--- config.mk ---
export PLATFORM = sky130hd
export DESIGN_NAME = clock_alarm_ctrl
export DESIGN_NICKNAME = d
export VERILOG_FILES = /design/src/rtl/clock_alarm_ctrl.sv
export SDC_FILE = /design/constraint.sdc
export NUM_CORES = 1
export LEC_CHECK = 0
export CORE_UTILIZATION = 45
export CTS_CLUSTER_SIZE = 30
export DETAILED_ROUTE_END_ITERATION = 12
export GPL_ROUTABILITY_DRIVEN = 0
export HOLD_SLACK_MARGIN = 0.02
export PLACE_DENSITY = 0.66
export SLEW_MARGIN = 25
export SYNTH_ARGS = -nofsm -noshare
export SYNTH_HDL_FRONTEND = slang
export SYNTH_SLANG_ARGS = --single-unit
--- constraint.sdc ---
create_clock -name clk -period 3.1 [get_ports clk]
set_input_delay 0.62 -clock clk [delete_from_list [all_inputs] [get_ports clk]]
set_output_delay 0.62 -clock clk [all_outputs]
set_load 0.05 [all_outputs]
--- src/rtl/clock_alarm_ctrl.sv ---
// Time-of-day controller: BCD hh:mm:ss counter, alarm registers, set/add/beep
// button state machine, display mux, field-flash strobes and beeper timing.
module clock_alarm_ctrl #(
  parameter int NUM_ALARMS   = 2,
  parameter int BEEP_SECONDS = 60,
  parameter int AW           = $clog2(NUM_ALARMS)
) (
  input  logic                  clk,
  input  logic                  rst,
  input  logic                  tick_1s,
  input  logic                  set_pulse,
  input  logic                  add_pulse,
  input  logic                  beep_pulse,
  output logic [23:0]           time_data,
  output logic                  flash_hour,
  output logic                  flash_minute,
  output logic                  flash_second,
  output logic                  mode,
  output logic [AW-1:0]         sel_alarm,
  output logic                  edit_alarm,
  output logic [NUM_ALARMS-1:0] alarm_en,
  output logic                  beep,
  output logic [AW-1:0]         beep_src
);

  // The alarm being edited is carried in idx, so one A_* code covers all alarms.
  typedef enum logic [2:0] {RUN, T_S, T_M, T_H, A_S, A_M, A_H} state_t;

  localparam logic [AW-1:0] LAST_ALARM = AW'(NUM_ALARMS - 1);
  localparam logic [7:0]    BEEP_LAST  = 8'(BEEP_SECONDS - 1);

  state_t        state;
  logic [AW-1:0] idx;
  logic [23:0]   cur_time;
  logic [23:0]   alarm [NUM_ALARMS];
  logic [7:0]    beep_cnt;
  logic [23:0]   next_time;
  logic          fire;
  logic [AW-1:0] fire_idx;
  logic          time_edit;
  logic          alarm_edit;

  function automatic logic [7:0] inc60(input logic [7:0] v);
    if (v == 8'h59)
      return 8'h00;
    if (v[3:0] == 4'd9)
      return {v[7:4] + 4'd1, 4'd0};
    return {v[7:4], v[3:0] + 4'd1};
  endfunction

  function automatic logic [7:0] inc24(input logic [7:0] v);
    if (v == 8'h23)
      return 8'h00;
    if (v[3:0] == 4'd9)
      return {v[7:4] + 4'd1, 4'd0};
    return {v[7:4], v[3:0] + 4'd1};
  endfunction

  // Edit increments touch a single field and never carry.
  function automatic logic [23:0] bump(input logic [23:0] v, input state_t f);
    case (f)
      T_S, A_S: return {v[23:8], inc60(v[7:0])};
      T_M, A_M: return {v[23:16], inc60(v[15:8]), v[7:0]};
      default:  return {inc24(v[23:16]), v[15:0]};
    endcase
  endfunction

  assign time_edit  = (state == T_S) || (state == T_M) || (state == T_H);
  assign alarm_edit = (state == A_S) || (state == A_M) || (state == A_H);

  always_comb begin
    next_time       = cur_time;
    next_time[7:0]  = inc60(cur_time[7:0]);
    if (cur_time[7:0] == 8'h59) begin
      next_time[15:8] = inc60(cur_time[15:8]);
      if (cur_time[15:8] == 8'h59)
        next_time[23:16] = inc24(cur_time[23:16]);
    end
  end

  // Scan from the top so the lowest matching index is the one left standing.
  always_comb begin
    fire     = 1'b0;
    fire_idx = '0;
    for (int i = NUM_ALARMS - 1; i >= 0; i--) begin
      if (state == RUN && tick_1s && alarm_en[i] && next_time == alarm[i]) begin
        fire     = 1'b1;
        fire_idx = AW'(i);
      end
    end
  end

  always_ff @(posedge clk) begin
    if (rst) begin
      state    <= RUN;
      idx      <= '0;
      cur_time <= '0;
      for (int i = 0; i < NUM_ALARMS; i++)
        alarm[i] <= '0;
      alarm_en <= '0;
      beep     <= 1'b0;
      beep_src <= '0;
      beep_cnt <= '0;
    end else begin
      if (tick_1s && !time_edit)
        cur_time <= next_time;
      if (add_pulse && time_edit)
        cur_time <= bump(cur_time, state);
      if (add_pulse && alarm_edit)
        alarm[idx] <= bump(alarm[idx], state);
      if (beep_pulse && alarm_edit)
        alarm_en[idx] <= ~alarm_en[idx];

      if (fire) begin
        beep     <= 1'b1;
        beep_src <= fire_idx;
        beep_cnt <= '0;
      end else if (beep && tick_1s) begin
        if (beep_cnt == BEEP_LAST) begin
          beep     <= 1'b0;
          beep_cnt <= '0;
        end else begin
          beep_cnt <= beep_cnt + 8'd1;
        end
      end
      if (beep_pulse && state == RUN && beep)
        beep <= 1'b0;

      // A simultaneous add takes precedence over set.
      if (set_pulse && !add_pulse) begin
        case (state)
          RUN: begin
            state    <= T_S;
            beep     <= 1'b0;
            beep_cnt <= '0;
          end
          T_S: state <= T_M;
          T_M: state <= T_H;
          T_H: begin
            state <= A_S;
            idx   <= '0;
          end
          A_S: state <= A_M;
          A_M: state <= A_H;
          default: begin
            if (idx == LAST_ALARM) begin
              state <= RUN;
              idx   <= '0;
            end else begin
              state <= A_S;
              idx   <= idx + 1'b1;
            end
          end
        endcase
      end
    end
  end

  assign time_data    = alarm_edit ? alarm[idx] : cur_time;
  assign flash_second = (state == T_S) || (state == A_S);
  assign flash_minute = (state == T_M) || (state == A_M);
  assign flash_hour   = (state == T_H) || (state == A_H);
  assign mode         = (state == RUN);
  assign edit_alarm   = alarm_edit;
  assign sel_alarm    = alarm_edit ? idx : '0;

endmodule

==> results.cfg, run 1 <==
[clock_network]
clock_latency_ns = 0.36
clockRootBuffer = clkbuf_16
postCtsHoldBufs = 0
cts_tree = done
cts_sinks = 89
h-tree-depth = 3
clockBufferDepth = 2
clk_pin_slew_ns = 0.07
cts_buffers = 9

[pwr]
power_frac_clock_pct = 41.3
p_leak_nw = 3.05
cellInternalPower_mw = 2.13
peakVddDrop_v = 0.000282
power_switching_share_pct = 26.0
p_comb_share_pct = 13.3
switchingPower_uw = 749
p_per_area_nw_per_um2 = 355
pwr-share-seq_pct = 45.4

[logic_synthesis]
synth_edf_count = 48
yosysUniqueCellTypes = 76
ys_top_cells_by_count = nor2_1 (128), a21oi_1 (63), nand2_1 (50)
synth_top_area_share_pct = 21.5
synth_top_area_cell = edfxtp_1
netlist_area_sq_um = 6700
yosysSeqAreaShare_pct = 33.8
synth-async-reset-ratio_pct = 0
syn_avg_cell_area_sq_um = 8.51
synth_most_common_cell = nor2_1
yosys_warnings = 0
synth_nets = 814
synthFlopType = edfxtp_1
yosys-top-cells-area = edfxtp_1 (22%), dfxtp_1 (12%), nor2_1 (7.2%)
postSynthCellCount = 787
synth_seq_cells = 89

[setup_path]
cp_slowest_cell = clkdlybuf4s50_1
critical_path_class = reg -> out
r2r_start = cur_time[17]$_SDFFE_PP0P_
crit_required_ns = 2.48
cp_cell_sequence = nor3b_1 > a21oi_2 > inv_1 > clkdlybuf4s50_1
critPathMaxFanout = 16
cp-end-kind = output port
ff2ff_setup_slack_ns = 0.11
crit_family = buffers and inverters
slowest_delay_ns = 0.79
reg2reg_to = beep$_SDFF_PP0_
critPathArrivalTime_ns = 2.40
timing.critical_path.buf_inv = 2
startpoint_type = flop
r2r_cells = 10

[place]
port_buffers = 39
hpwlAfterDp_mm = 15.2

[hold_path]
hold_path_end = beep_src$_SDFFE_PP0P_
worstHoldStart = beep_src$_SDFFE_PP0P_
hp-class = reg -> reg
whs_path_depth = 2

[floorplanning]
die-area_sq_um = 15400
die_w_um = 124
core.rowCount = 44
die_h_um = 124
start_util_pct = 46.1
io_pins = 40
core_sq_um = 14500

[drt]
wire_per_inst_um = 19.3
viasPerCell = 6.10
drc = 0
wl_mm = 20.2
ant_nets = 0
drtIter0Drc = 568
vias = 6361
first_pass_iters = 6

[global_routing]
antenna_found_initial = 0
grt-ovfl-total = 0
grt_pass1_vias = 5967
grt_max_degree = 33
grt_pass1_wl_mm = 31.7
track_usage_pct = 27.5

[finish]
syn2layout_area_growth_pct = 21.1
multiInputGateArea_sq_um = 4140
nNetsFinal = 881
seq_area_sq_um = 2260
fillers = 1315
final_layout_size_suffix_gt1_share_pct = 17.5
antennaDiodeCount = 0

[job]
maxCapViolations = 0

[timing]
min_period_ns = 3.02
tightestPinTransition_ns = 0.561
maxSlewViolCount = 0
finalHoldViolCount = 0
setup_violations = 0
fmax_ghz = 0.331
tns_ns = 0
timing.slew.headroom_pct = 62.4
whs_ns = 0.486
finClkSkew_ns = 0.00767
period_share_pct = 97.6

[run_status]
outcome = finished clean
## placed cells by master (no fill, tap or decap), types with 6 or more instances in the layout
cell / n
dfxtp_1: 40
a22oi_1: 11
a21oi_1: 62
nor4_1: 9
ha_1: 18
nor3_1: 21
and2_1: 12
nand2b_1: 9
nor2_1: 128
o21ai_0: 46
clkdlybuf4s50_1: 13
clkbuf_16: 9
nand2_1: 50
xor2_1: 26
xnor2_1: 32
buf_12: 22
inv_1: 23
and3b_1: 6
nand3_1: 19
mux2i_1: 38
nor2b_1: 15
mux2_2: 12
buf_4: 66
a31oi_1: 8
a211oi_1: 9
edfxtp_1: 48
## stage by stage
stage                     std cells  total power, mW  instance area [sq um]  worst slack [ns]  util [%]
after floorplan                 787             1.55                   6700            0.0463         -
final                          1043             2.88                   8110            0.0750      55.8
after global placement         1024             1.70                   7740            0.0383      53.3
after CTS                      1040             2.88                   8060            0.0317      55.5
after detailed placement       1024             1.70                   7740           -0.0250      53.3
after global routing           1043             2.97                   8110           -0.0430      55.8
## worst max-delay path by stage
stage / cells past startpoint / slack [ns] / endpoint / start
floorplan: 5 / 0.05 / time_data[14] / state[2]$_SDFFE_PP0P_
global placement: 8 / 0.04 / beep_cnt[4]$_SDFF_PP0_ / tick_1s
detailed placement: 11 / -0.03 / beep_cnt[4]$_SDFF_PP0_ / cur_time[8]$_SDFFE_PP0P_
CTS: 4 / 0.03 / flash_minute / state[1]$_SDFFE_PP0P_
global route: 4 / -0.04 / flash_minute / state[1]$_SDFFE_PP0P_
finish: 4 / 0.08 / flash_minute / state[1]$_SDFFE_PP0P_
## flip-flops by register name, indices dropped and copies added (netlist names), named ones only
signal and count:
alarm 48, cur_time 24, beep_cnt 8, state 3, alarm_en 2, beep 1, beep_src 1, idx 1
## cell type report
cell class              count  share of cell area [%]
clock buffers               9                    2.78
clock inverters             7                    1.16
inverters                  24                    1.11
multi-input cells         629                    51.0
flip-flops and latches     89                    27.9
well taps                 184                    2.84
repair buffers            101                    13.1
## tightest hold or removal path: stages (launching register included)
cell and delay (ns):
dfxtp_1 0.33, inv_1 0.06, a21oi_1 0.05
## routing by layer
metal	routed length (um)	share of wire [%]	global-route usage (%)	vias to the layer above
met5	0	0	0	-
met4	704	3.5	12.4	0
met3	1580	7.8	5.04	51
met2	9000	45	41.7	305
met1	8890	44	37.9	3033
li1	-	-	-	2972
## power groups by stage
stage               Clock (mW)  Sequential (mW)  Combinational (mW)
global placement             0             1.33               0.366
floorplan                    0             1.32               0.237
global route              1.25             1.31               0.409
detailed placement           0             1.33               0.372
CTS                       1.20             1.30               0.375
finish                    1.19             1.31               0.382
## logic make-up (layout without fill, tap and decap cells)
| logic type | Yosys count | count (layout) | share of synthesized area, % |
|---|---|---|---|
| compound gates | 183 | 183 | 17.3 |
| xor+xnor | 58 | 58 | 7.59 |
| fa+ha+maj | 21 | 21 | 3.92 |
| buf+inv | 69 | 141 | 4.93 |
| flops | 89 | 89 | 33.8 |
| mux | 51 | 51 | 7.92 |
| simple gates | 316 | 316 | 24.5 |
## what timing repair did
item,in CTS,in global routing
pin swaps,0,1
buffers inserted,0,3
endpoints found under the setup margin,9,11
gates resized for setup,1,8
Note: power is estimated with default switching activity, not from simulation.
==> inputs of run 2 (changes only) <==
Settings changed: CAP_MARGIN from default to 25, PLACE_DENSITY 0.66 to 0.62.
==> run 2 against run 1 <==
Clock power about the same. Total power increased by 0.80%. Final cell count decreased by 0.38%. Sequential share of layout area decreased by 0.30 points. Critical path depth increased by 8. Clock skew decreased by 0.0016 ns. Largest cell class unchanged. Combinational power about the same. Worst hold slack got worse by 0.011 ns.
==> results.cfg, run 2 (synthesis results as in run 1) <==
[drt]
viasPerCell = 5.97
m1WireLength_mm = 9.10
drc = 0
vias = 6198
top_layer = met4
routed-wl-met3_mm = 1.56
wl_met2_mm = 8.92
first_pass_iters = 5
wire_per_inst_um = 19.2
drtIter0Drc = 543
wl_mm = 19.9
ant_nets = 0

[global_routing]
grt_pass1_wl_mm = 30.5
grt-ovfl-total = 0
grt_pass1_vias = 5717
grt_max_degree = 47
track_usage_pct = 26.5
antenna_found_initial = 0

[setup_path]
critical_path_class = reg -> reg
ff2ff_setup_slack_ns = 0.12
startpoint_type = flop
cp-endpoint = beep_cnt[5]$_SDFF_PP0_
cp_cell_sequence = inv_1 > ha_2 > nand3b_1 > nor4_4 > buf_4 > buf_4 > mux2i_4 > xor2_2 > nand4_1 > and4bb_2 > a41o_2 > nor4_2
cp_slowest_cell = dfxtp_1
reg2reg_to = beep_cnt[5]$_SDFF_PP0_
critPathArrivalTime_ns = 3.25
slowest_delay_ns = 0.37
r2r_start = cur_time[13]$_SDFFE_PP0P_
cp-end-kind = flop
worstSetupStartpoint = cur_time[13]$_SDFFE_PP0P_
r2r_cells = 12
crit_required_ns = 3.36
crit_top_cell = buf_4
critPathMaxFanout = 7

[pwr]
power_frac_clock_pct = 41.7
power_switching_share_pct = 25.7
peakVddDrop_v = 0.000374
cellInternalPower_mw = 2.15
pwr-share-seq_pct = 45.2
p_leak_nw = 3.07
p_total_mw = 2.90
p_comb_share_pct = 13.1
p_per_area_nw_per_um2 = 354
switchingPower_uw = 744

[job]
maxCapViolations = 0

[clock_network]
clock_latency_ns = 0.35
clk_pin_slew_ns = 0.06
cts_buffers = 9
postCtsHoldBufs = 0
clockRootBuffer = clkbuf_16
clockBufferDepth = 2
h-tree-depth = 3
cts_tree = done
cts_sinks = 89

[floorplanning]
core_sq_um = 14500
die_h_um = 124
core.rowCount = 44
die-area_sq_um = 15400
die_w_um = 124
io_pins = 40
start_util_pct = 46.1

[timing]
tns_ns = 0
timing.slew.headroom_pct = 58.5
fmax_ghz = 0.335
tightestPinTransition_ns = 0.616
finClkSkew_ns = 0.00604
setup_violations = 0
maxSlewViolCount = 0
period_share_pct = 96.2
min_period_ns = 2.98
finalHoldViolCount = 0

[finish]
antennaDiodeCount = 0
nNetsFinal = 877
largest_reg_flops = 48
regMostFlops = alarm
top_regs = alarm (48), cur_time (24), beep_cnt (8)
final_layout_size_suffix_gt1_share_pct = 18.1
layout_common_cells = nor2_1 (128), a21oi_1 (63), buf_4 (58), nand2_1 (50), edfxtp_1 (48)
syn2layout_area_growth_pct = 22.4
final_common_cell = nor2_1
post-route-cell-area_sq_um = 8200

[place]
port_buffers = 39
placed_area_sq_um = 7730
hpwlAfterDp_mm = 14.9

[run_status]
outcome = finished clean

[hold_path]
hp-class = reg -> reg
whs_path_depth = 2
[run 2: cell types whose count changed in the layout (fill, tap and decap cells not counted), moves of 2 or more]
cell,before,now
and3b_1,6,4
mux2i_1,38,36
and3b_2,0,2
nor4_1,9,7
buf_4,66,58
o21ai_0,46,44
buf_12,22,24
o21ai_1,1,3
[run 2: what timing repair did]
item                       CTS  global route
setup buffers                0             3
setup endpoints to repair    8            10
resized for setup            1            26
pin swaps                    0             8
cloned                       0             1
[run 2: power by group through the flow]
stage / Clock [mW] / Combinational [mW] / Sequential [mW]
after CTS: 1.23 / 0.369 / 1.31
after global placement: 0 / 0.362 / 1.33
after global routing: 1.27 / 0.409 / 1.31
after detailed placement: 0 / 0.367 / 1.33
after floorplan: 0 / 0.237 / 1.32
final: 1.21 / 0.380 / 1.31
[run 2: worst max-delay path: cells and delay by family, from the launching register on]
family          cells  cell delay [ns]
compound gates      1             0.33
xor+xnor            1             0.11
fa+ha+maj           1             0.20
buf+inv             3             0.49
flops               1             0.37
mux                 1             0.29
simple gates        5             1.08
[run 2: layout make-up]
cell class,instances,area [sq um]
Clock inverter,6,88.8
Sequential cell,89,2260
Tap cell,184,230
Timing Repair Buffer,96,1060
Fill cell,1314,6340
Inverter,24,90.1
Clock buffer,10,239
Multi-Input combinational cell,630,4230
[run 2: metrics by stage]
stage	setup WS, ns	hold WS [ns]	util, %	cells
3_5_place_dp	-0.0269	0.461	53.2	1019
3_3_place_gp	0.0614	0.458	53.2	1019
4_1_cts	0.0145	0.471	55.4	1035
6_report	0.116	0.475	56.4	1039
2_1_floorplan	0.0463	0.513	-	787
5_1_grt	-0.00307	0.501	56.4	1039
[run 2: metal layers]
layer	up-vias	global-route usage, %
met5	-	0
met4	0	7.22
met3	24	6.46
met2	258	40.8
met1	2957	37.0
li1	2959	-
[run 2: worst min path at each step]
stage                           startpoint                     end
CTS                  beep_src$_SDFFE_PP0P_   beep_src$_SDFFE_PP0P_
global placement     beep_src$_SDFFE_PP0P_   beep_src$_SDFFE_PP0P_
floorplan           beep_cnt[5]$_SDFF_PP0_  beep_cnt[5]$_SDFF_PP0_
global route         beep_src$_SDFFE_PP0P_   beep_src$_SDFFE_PP0P_
finish               beep_src$_SDFFE_PP0P_   beep_src$_SDFFE_PP0P_
detailed placement   beep_src$_SDFFE_PP0P_   beep_src$_SDFFE_PP0P_
